File: src/rtl/inv_shift_rows_stage_if.sv
// Valid/ready stream carrying one AES state block plus its side-band round tag.
// The producer uses the master modport and the consumer uses the slave modport.
interface inv_shift_rows_stage_if #(
  parameter int unsigned DATA_LEN = 128,
  parameter int unsigned TAG_LEN  = 4
) ();

  logic                valid;
  logic                ready;
  logic [DATA_LEN-1:0] data;
  logic [TAG_LEN-1:0]  tag;

  modport master (
    output valid,
    output data,
    output tag,
    input  ready
  );

  modport slave (
    input  valid,
    input  data,
    input  tag,
    output ready
  );

endinterface

File: src/rtl/inv_shift_rows_stage.sv
// AES (Inv)ShiftRows pipeline stage with a two-entry skid buffer and a round tag.
// Defining SHIFT_ROWS_FWD_EN adds a fwd_mode port that selects the forward ShiftRows per block.
module inv_shift_rows_stage #(
  parameter int unsigned DATA_LEN = 128,
  parameter int unsigned TAG_LEN  = 4
) (
  input  logic                    clk,
  input  logic                    reset,
`ifdef SHIFT_ROWS_FWD_EN
  input  logic                    fwd_mode,
`endif
  inv_shift_rows_stage_if.slave   in_if,
  inv_shift_rows_stage_if.master  out_if
);

  localparam int unsigned NUM_BYTES = DATA_LEN / 8;

  typedef enum logic [1:0] {
    EMPTY = 2'd0,
    ONE   = 2'd1,
    FULL  = 2'd2
  } occ_e;

  occ_e                state_q, state_d;
  logic [DATA_LEN-1:0] main_data_q, main_data_d;
  logic [TAG_LEN-1:0]  main_tag_q, main_tag_d;
  logic [DATA_LEN-1:0] skid_data_q, skid_data_d;
  logic [TAG_LEN-1:0]  skid_tag_q, skid_tag_d;
  logic                in_ready_q, in_ready_d;

  logic [DATA_LEN-1:0] xf_data;
  logic                in_fire;
  logic                out_fire;
  logic                out_valid;

  // Byte 4c+r of the state is row r, column c; row r rotates by r byte positions.
  function automatic logic [DATA_LEN-1:0] shift_rows(input logic [DATA_LEN-1:0] s,
                                                     input logic                fwd);
    logic [DATA_LEN-1:0] res;
    int unsigned         src;
    res = '0;
    for (int unsigned c = 0; c < 4; c++) begin
      for (int unsigned r = 0; r < 4; r++) begin
        if (fwd) begin
          src = 4 * ((c + r) % 4) + r;
        end else begin
          src = 4 * ((c + 4 - r) % 4) + r;
        end
        res[(NUM_BYTES-1-(4*c+r))*8 +: 8] = s[(NUM_BYTES-1-src)*8 +: 8];
      end
    end
    return res;
  endfunction

  always_comb begin
`ifdef SHIFT_ROWS_FWD_EN
    xf_data = shift_rows(in_if.data, fwd_mode);
`else
    xf_data = shift_rows(in_if.data, 1'b0);
`endif
  end

  assign out_valid = (state_q != EMPTY);
  assign in_fire   = in_if.valid & in_ready_q;
  assign out_fire  = out_valid & out_if.ready;

  always_comb begin
    state_d     = state_q;
    main_data_d = main_data_q;
    main_tag_d  = main_tag_q;
    skid_data_d = skid_data_q;
    skid_tag_d  = skid_tag_q;

    unique case (state_q)
      EMPTY: begin
        if (in_fire) begin
          main_data_d = xf_data;
          main_tag_d  = in_if.tag;
          state_d     = ONE;
        end
      end
      ONE: begin
        if (in_fire && out_fire) begin
          main_data_d = xf_data;
          main_tag_d  = in_if.tag;
        end else if (in_fire) begin
          skid_data_d = xf_data;
          skid_tag_d  = in_if.tag;
          state_d     = FULL;
        end else if (out_fire) begin
          state_d     = EMPTY;
        end
      end
      FULL: begin
        // in_ready is low here, so the only event is draining skid into main.
        if (out_fire) begin
          main_data_d = skid_data_q;
          main_tag_d  = skid_tag_q;
          state_d     = ONE;
        end
      end
      default: begin
        state_d = EMPTY;
      end
    endcase

    in_ready_d = (state_d != FULL);
  end

  always_ff @(posedge clk) begin
    if (reset) begin
      state_q     <= EMPTY;
      main_data_q <= '0;
      main_tag_q  <= '0;
      skid_data_q <= '0;
      skid_tag_q  <= '0;
      in_ready_q  <= 1'b1;
    end else begin
      state_q     <= state_d;
      main_data_q <= main_data_d;
      main_tag_q  <= main_tag_d;
      skid_data_q <= skid_data_d;
      skid_tag_q  <= skid_tag_d;
      in_ready_q  <= in_ready_d;
    end
  end

  assign in_if.ready  = in_ready_q;
  assign out_if.valid = out_valid;
  assign out_if.data  = main_data_q;
  assign out_if.tag   = main_tag_q;

endmodule

File: src/flat_wrapper.sv
// flat-port wrapper written by rule: the top's interface ports become plain ports
module inv_shift_rows_stage_flat 
#(
  parameter int unsigned DATA_LEN = 128,
  parameter int unsigned TAG_LEN  = 4
)
  (clk, reset, in_if_valid, in_if_data, in_if_tag, in_if_ready, out_if_valid, out_if_data, out_if_tag, out_if_ready);
  inv_shift_rows_stage_if #(.DATA_LEN(DATA_LEN), .TAG_LEN(TAG_LEN)) in_if_i ();
  inv_shift_rows_stage_if #(.DATA_LEN(DATA_LEN), .TAG_LEN(TAG_LEN)) out_if_i ();
  input  logic clk;
  input  logic reset;
  input wire logic [$bits(in_if_i.valid)-1:0] in_if_valid;
  input wire logic [$bits(in_if_i.data)-1:0] in_if_data;
  input wire logic [$bits(in_if_i.tag)-1:0] in_if_tag;
  output wire logic [$bits(in_if_i.ready)-1:0] in_if_ready;
  output wire logic [$bits(out_if_i.valid)-1:0] out_if_valid;
  output wire logic [$bits(out_if_i.data)-1:0] out_if_data;
  output wire logic [$bits(out_if_i.tag)-1:0] out_if_tag;
  input wire logic [$bits(out_if_i.ready)-1:0] out_if_ready;
  assign in_if_i.valid = in_if_valid;
  assign in_if_i.data = in_if_data;
  assign in_if_i.tag = in_if_tag;
  assign in_if_ready = in_if_i.ready;
  assign out_if_valid = out_if_i.valid;
  assign out_if_data = out_if_i.data;
  assign out_if_tag = out_if_i.tag;
  assign out_if_i.ready = out_if_ready;
  inv_shift_rows_stage #(.DATA_LEN(DATA_LEN), .TAG_LEN(TAG_LEN)) u_core (.clk(clk), .reset(reset), .in_if(in_if_i), .out_if(out_if_i));
endmodule
File: config.mk
export PLATFORM = sky130hd
export DESIGN_NAME = inv_shift_rows_stage_flat
export DESIGN_NICKNAME = d
export VERILOG_FILES = /design/src/rtl/inv_shift_rows_stage_if.sv /design/src/rtl/inv_shift_rows_stage.sv /design/src/flat_wrapper.sv
export SDC_FILE = /design/constraint.sdc
export NUM_CORES = 1
export LEC_CHECK = 0
export ABC_AREA = 1
export CORE_MARGIN = 1
export CORE_UTILIZATION = 51
export DETAILED_ROUTE_END_ITERATION = 7
export PLACE_DENSITY_LB_ADDON = 0.3
export SYNTH_ARGS = -nofsm -noshare
export SYNTH_HDL_FRONTEND = slang
export SYNTH_SLANG_ARGS = --single-unit
export TNS_END_PERCENT = 50
File: constraint.sdc
create_clock -name clk -period 1.5 [get_ports clk]
set_clock_uncertainty 0.05 [all_clocks]
set_input_delay 0.15 -clock clk [delete_from_list [all_inputs] [get_ports clk]]
set_output_delay 0.15 -clock clk [all_outputs]
set_load 0.02 [all_outputs]
### Word-level counts from Yosys, hierarchy flattened

Cells that the tools add are included.
W data, S select, Z words.

| storage, ports and cells | value |
|---|---|
| register bits after elaboration | 267 |
| bits in latches | 0 |
| memory bits (writable) | 0 |
| bits in read-only memories | 0 |
| bits of input ports | 136 |
| output and inout bits | 134 |
| word-level logic and storage cells | 35 |
| memories | 0 |

| operators by class | value |
|---|---|
| add/subtract/negate cells | 0 |
| multiply operators | 0 |
| div/mod/pow operators | 0 |
| magnitude comparators | 0 |
| eq/ne operators | 6 |
| shifts and indexed selects | 0 |
| multiplexer cells | 14 |
| bitwise gates (word level) | 3 |
| reductions and logical operators | 6 |

Operator list:

| cell | number |
|---|---|
| $mux W128 | 3 |
| $pmux W128 S3 | 1 |
| $mux W4 | 3 |
| $pmux W4 S3 | 1 |
| $mux W2 | 5 |
| $ne A2 B1 Y1 const B | 3 |
| $pmux W2 S3 | 1 |
| $reduce_and A4 Y1 | 1 |
| $reduce_and A3 Y1 | 1 |
| $reduce_bool A3 Y1 | 1 |
| $and A1 B1 Y1 | 2 |
| $eq A2 B1 Y1 const B | 1 |
| $eq A2 B2 Y1 const B | 1 |
| $logic_not A2 Y1 | 1 |
| $ne A2 B2 Y1 const B | 1 |
| $reduce_bool A2 Y1 | 1 |
| $logic_and A1 B1 Y1 | 1 |
| $not A1 Y1 | 1 |

### Logic depth before layout (Yosys ltp)

| logic depth | value |
|---|---|
| depth in word-level cells | 7 |
| depth in mapped cells | 9 |
| depth with buffers taken out | 7 |

### Worst setup path after synthesis

OpenSTA, ideal clock, no wires.

| timing path | value |
|---|---|
| path type | reg2reg |
| from | register u_core.in_ready_q (netlist: u_core.in_if.ready) |
| to | register u_core.skid_data_q[18] |
| setup time | 0.132 ns |
| arrival | 1.236 ns |
| required time | 1.318 ns |
| setup slack | 0.082 ns |
| cell stages (with the launch flop) | 8 |
| buffers on the path | 2 |
| clock period less this slack | 1.418 ns |
| cells stage by stage | dfxtp_1 > nand2_1 > nor2_4 > nand2_2 > buf_6 > buf_2 > nand2_1 > a21oi_1 |

| between the ends | value |
|---|---|
| cells in the longest elaborated chain, start to end | 4 |

Ends and longest elaborated chain:

| item | line | RTL |
|---|---|---|
| from (decl) | inv_shift_rows_stage.sv:29 | `logic in_ready_q, in_ready_d;` |
| from (signal assigned) | inv_shift_rows_stage.sv:124 | `in_ready_q <= in_ready_d;` |
| $and A1 B1 Y1 * | inv_shift_rows_stage.sv:64 | `assign in_fire = in_if.valid & in_ready_q;` |
| $logic_and A1 B1 Y1 | inv_shift_rows_stage.sv:83 | `if (in_fire && out_fire) begin` |
| $not A1 Y1 (no line) | - |  |
| $reduce_and A3 Y1 (no line) * | - |  |
| to (signal assigned) | inv_shift_rows_stage.sv:122 | `skid_data_q <= skid_data_d;` |
| to (decl) | inv_shift_rows_stage.sv:27 | `logic [DATA_LEN-1:0] skid_data_q, skid_data_d;` |

Every way passes the cells marked *; elsewhere a longest branch is shown, timed or not.
A chain may end at the register's enable or synchronous reset.

### Worst setup path in the final report

| timing path | value |
|---|---|
| from | register u_core.main_data_q[123] (netlist: u_core.out_if.data[123]) |
| to | output port out_if_data[123] |

RTL lines:

| item | line | RTL |
|---|---|---|
| from (decl) | inv_shift_rows_stage.sv:25 | `logic [DATA_LEN-1:0] main_data_q, main_data_d;` |
| from (signal assigned) | inv_shift_rows_stage.sv:120 | `main_data_q <= main_data_d;` |
| to (decl) | flat_wrapper.sv:17 | `output wire logic [$bits(out_if_i.data)-1:0] out_if_data;` |

No word-level cell between the ends.

==> results_dict.tcl <==
set metrics [dict create \
    status "complete, no violations" \
    placed_cells 2342 \
    p_per_area_mw_per_mm2 1160 \
    drtIter0Drc 727 \
    path_clk_slew_ns 0.06 \
    syn_area_mm2 0.0119 \
    die_area_mm2 0.0239 \
    route.detailed.drc 0 \
    path_cells "dlygate4sd2_1" \
    clk_latency_ns 0.54 \
    rows 55 \
    final_cell_mix "nand2_1 (797), nor2_1 (265), dfxtp_1 (265)" \
    dpl_cell_area_mm2 0.0150 \
    hold_class "in -> reg" \
    areaGrowthSynthToFinish_pct 34.5 \
    fin_cells 2398 \
    cpPeakStageDelay_ns 0.38 \
    min_from "in_if_data[27]" \
    crit_family "flip-flops" \
    postCtsSetupBuffers 0 \
    r2r_start "u_core.state_q[1]" \
    busiest_layer "met2" \
    critPathKind "reg -> out" \
    finalHoldViolCount 0 \
    dpl.hpwl_um 20300 \
    clock-sinks 267 \
    startpoint_type "flop" \
    path_max_fanout 2 \
    tightestPinTransition_ns 0.653 \
    antenna_found_initial 0 \
    first_pass_iters 5 \
    cts-root-buf "clkbuf_16" \
    grt-ovfl-total 0 \
    avgSynthCellArea_um2 6.35 \
    grt_use_met2 0.474 \
    syn_nets 2003 \
    use_met1 0.346 \
    max_freq_mhz 678 \
    vias 12100 \
    boundaryPins 270 \
    die_height_um 154 \
    setup_violations 0 \
    crit_path_top_delay_cell "dfxtp_1" \
    cp.arrival_ns 1.27 \
    drive_gt1_frac 0.0540 \
    grt_pass1_vias 11200 \
    portBuffers 269 \
    diodes 0 \
    endpoint_kind "primary output" \
    fin_area_mm2 0.0159 \
    slew_headroom 0.565 \
    synth_cells 1867 \
    via_per_inst 5.04 \
    nets 2226 \
    grt_setup_unrepaired "true" \
    coreArea_mm2 0.0227 \
    fp.dieW_um 154 \
    wl_per_cell_um 13.8 \
    vdd_drop_max_mv 0.762 \
    drt-total-wl_um 33100 \
    synth_seq_cells 267 \
    use_met3 0.0490 \
    p_total_mw 18.5 \
    synth_cell_types 19 \
    maxSlewViolCount 0 \
    fin_crit_sh 0.983 \
    period_minus_slack_ns 1.47 \
    ys_seq_area_frac 0.451 \
    grt_max_degree 135 \
    yosys_warnings 0 \
    critPathBufInv 1 \
    gp_congestion 0.781 \
    p_leak_nw 7.72 \
    final_common_cell "nand2_1" \
    cts_max_level 1 \
    drv_cap 0 \
    grt.total_usage 0.274 \
    cp.required_ns 1.30 \
    ant_nets 0 \
    fin_util 0.702 \
    cts_buffer_depth 3 \
    numCtsBuffers 30 \
    grt_first_pass_wirelength_um 54300 \
    fillCellCount 1910 \
    critPathLaunch "u_core.out_if.data[123]" \
    cts_tree "yes" \
    start_util 0.522 \
]
[cells in the mapped netlist, drive strengths merged]
master / instances / area, um^2
nand2: 799 / 3000
dfxtp: 267 / 5350
nor2: 266 / 1010
inv: 137 / 514
a21oi: 133 / 666
nand3: 133 / 671
buf: 73 / 423
clkbuf: 55 / 206
o21ai: 2 / 10.0
clkinv: 1 / 3.75
nand4: 1 / 6.26
[metal layers]
metal | vias to the layer above | part of all wire
li1 | 6098 | -
met1 | 5472 | 0.41
met2 | 452 | 0.48
met3 | 63 | 0.077
met4 | 0 | 0.026
met5 | - | 0
[power breakdown]
part | leakage [nW] | internal (mW) | switching (mW) | total [mW]
Clock | 0.518 | 4.67 | 2.94 | 7.61
Sequential | 2.19 | 7.52 | 0.233 | 7.75
Combinational | 5.01 | 1.31 | 1.83 | 3.14
[timing repair]
action	in CTS	in global routing
gates resized for setup	140	5
hold buffers	1	0
hold endpoints to repair	20	0
endpoints found under the setup margin	136	45
[final cells by class]
cell class	instances	area (um^2)	share of cell area
well taps	285	357	0.0224
inverters	138	528	0.0331
clock inverters	13	149	0.00934
clock buffers	42	897	0.0563
flip-flops and latches	267	5350	0.335
multi-input cells	1334	5380	0.337
repair buffers	319	3290	0.206
[registers in the layout, indices dropped and copies added, names as in the netlist]
name	flops
u_core.out_if.data	128
u_core.skid_data_q	128
u_core.out_if.tag	4
u_core.skid_tag_q	4
u_core.state_q	2
u_core.in_if.ready	1
[worst paths after layout]
| kind | endpoint | slack [ns] | depth (start not counted) |
|---|---|---|---|
| setup / recovery | out_if_data[123] | 0.03 | 1 |
| hold / removal | u_core.skid_data_q[27] | 0.16 | 3 |
| setup reg to reg | u_core.skid_data_q[72] | 0.08 | 7 |
| hold reg to reg | u_core.skid_data_q[13] | 0.41 | 2 |
[metrics by stage]
stage | setup TNS (ns) | hold slack [ns] | worst slack [ns]
floorplan | 0 | 0.264 | 0.0816
global placement | -29.51 | 0.398 | -0.171
detailed placement | -38.19 | 0.402 | -0.245
CTS | 0 | 0.146 | 0.0162
global route | -0.211 | 0.162 | -0.0242
finish | 0 | 0.157 | 0.0253
[logic make-up (layout without fill, tap and decap cells)]
| logic type | Yosys count | after routing | synth area share |
|---|---|---|---|
| AO/OA/AOI/OAI | 135 | 135 | 0.0570 |
| buffers and inverters | 266 | 512 | 0.0968 |
| flip-flops | 267 | 267 | 0.451 |
| AND/OR/NAND/NOR | 1199 | 1199 | 0.395 |
(Power assumes the default switching activity.)
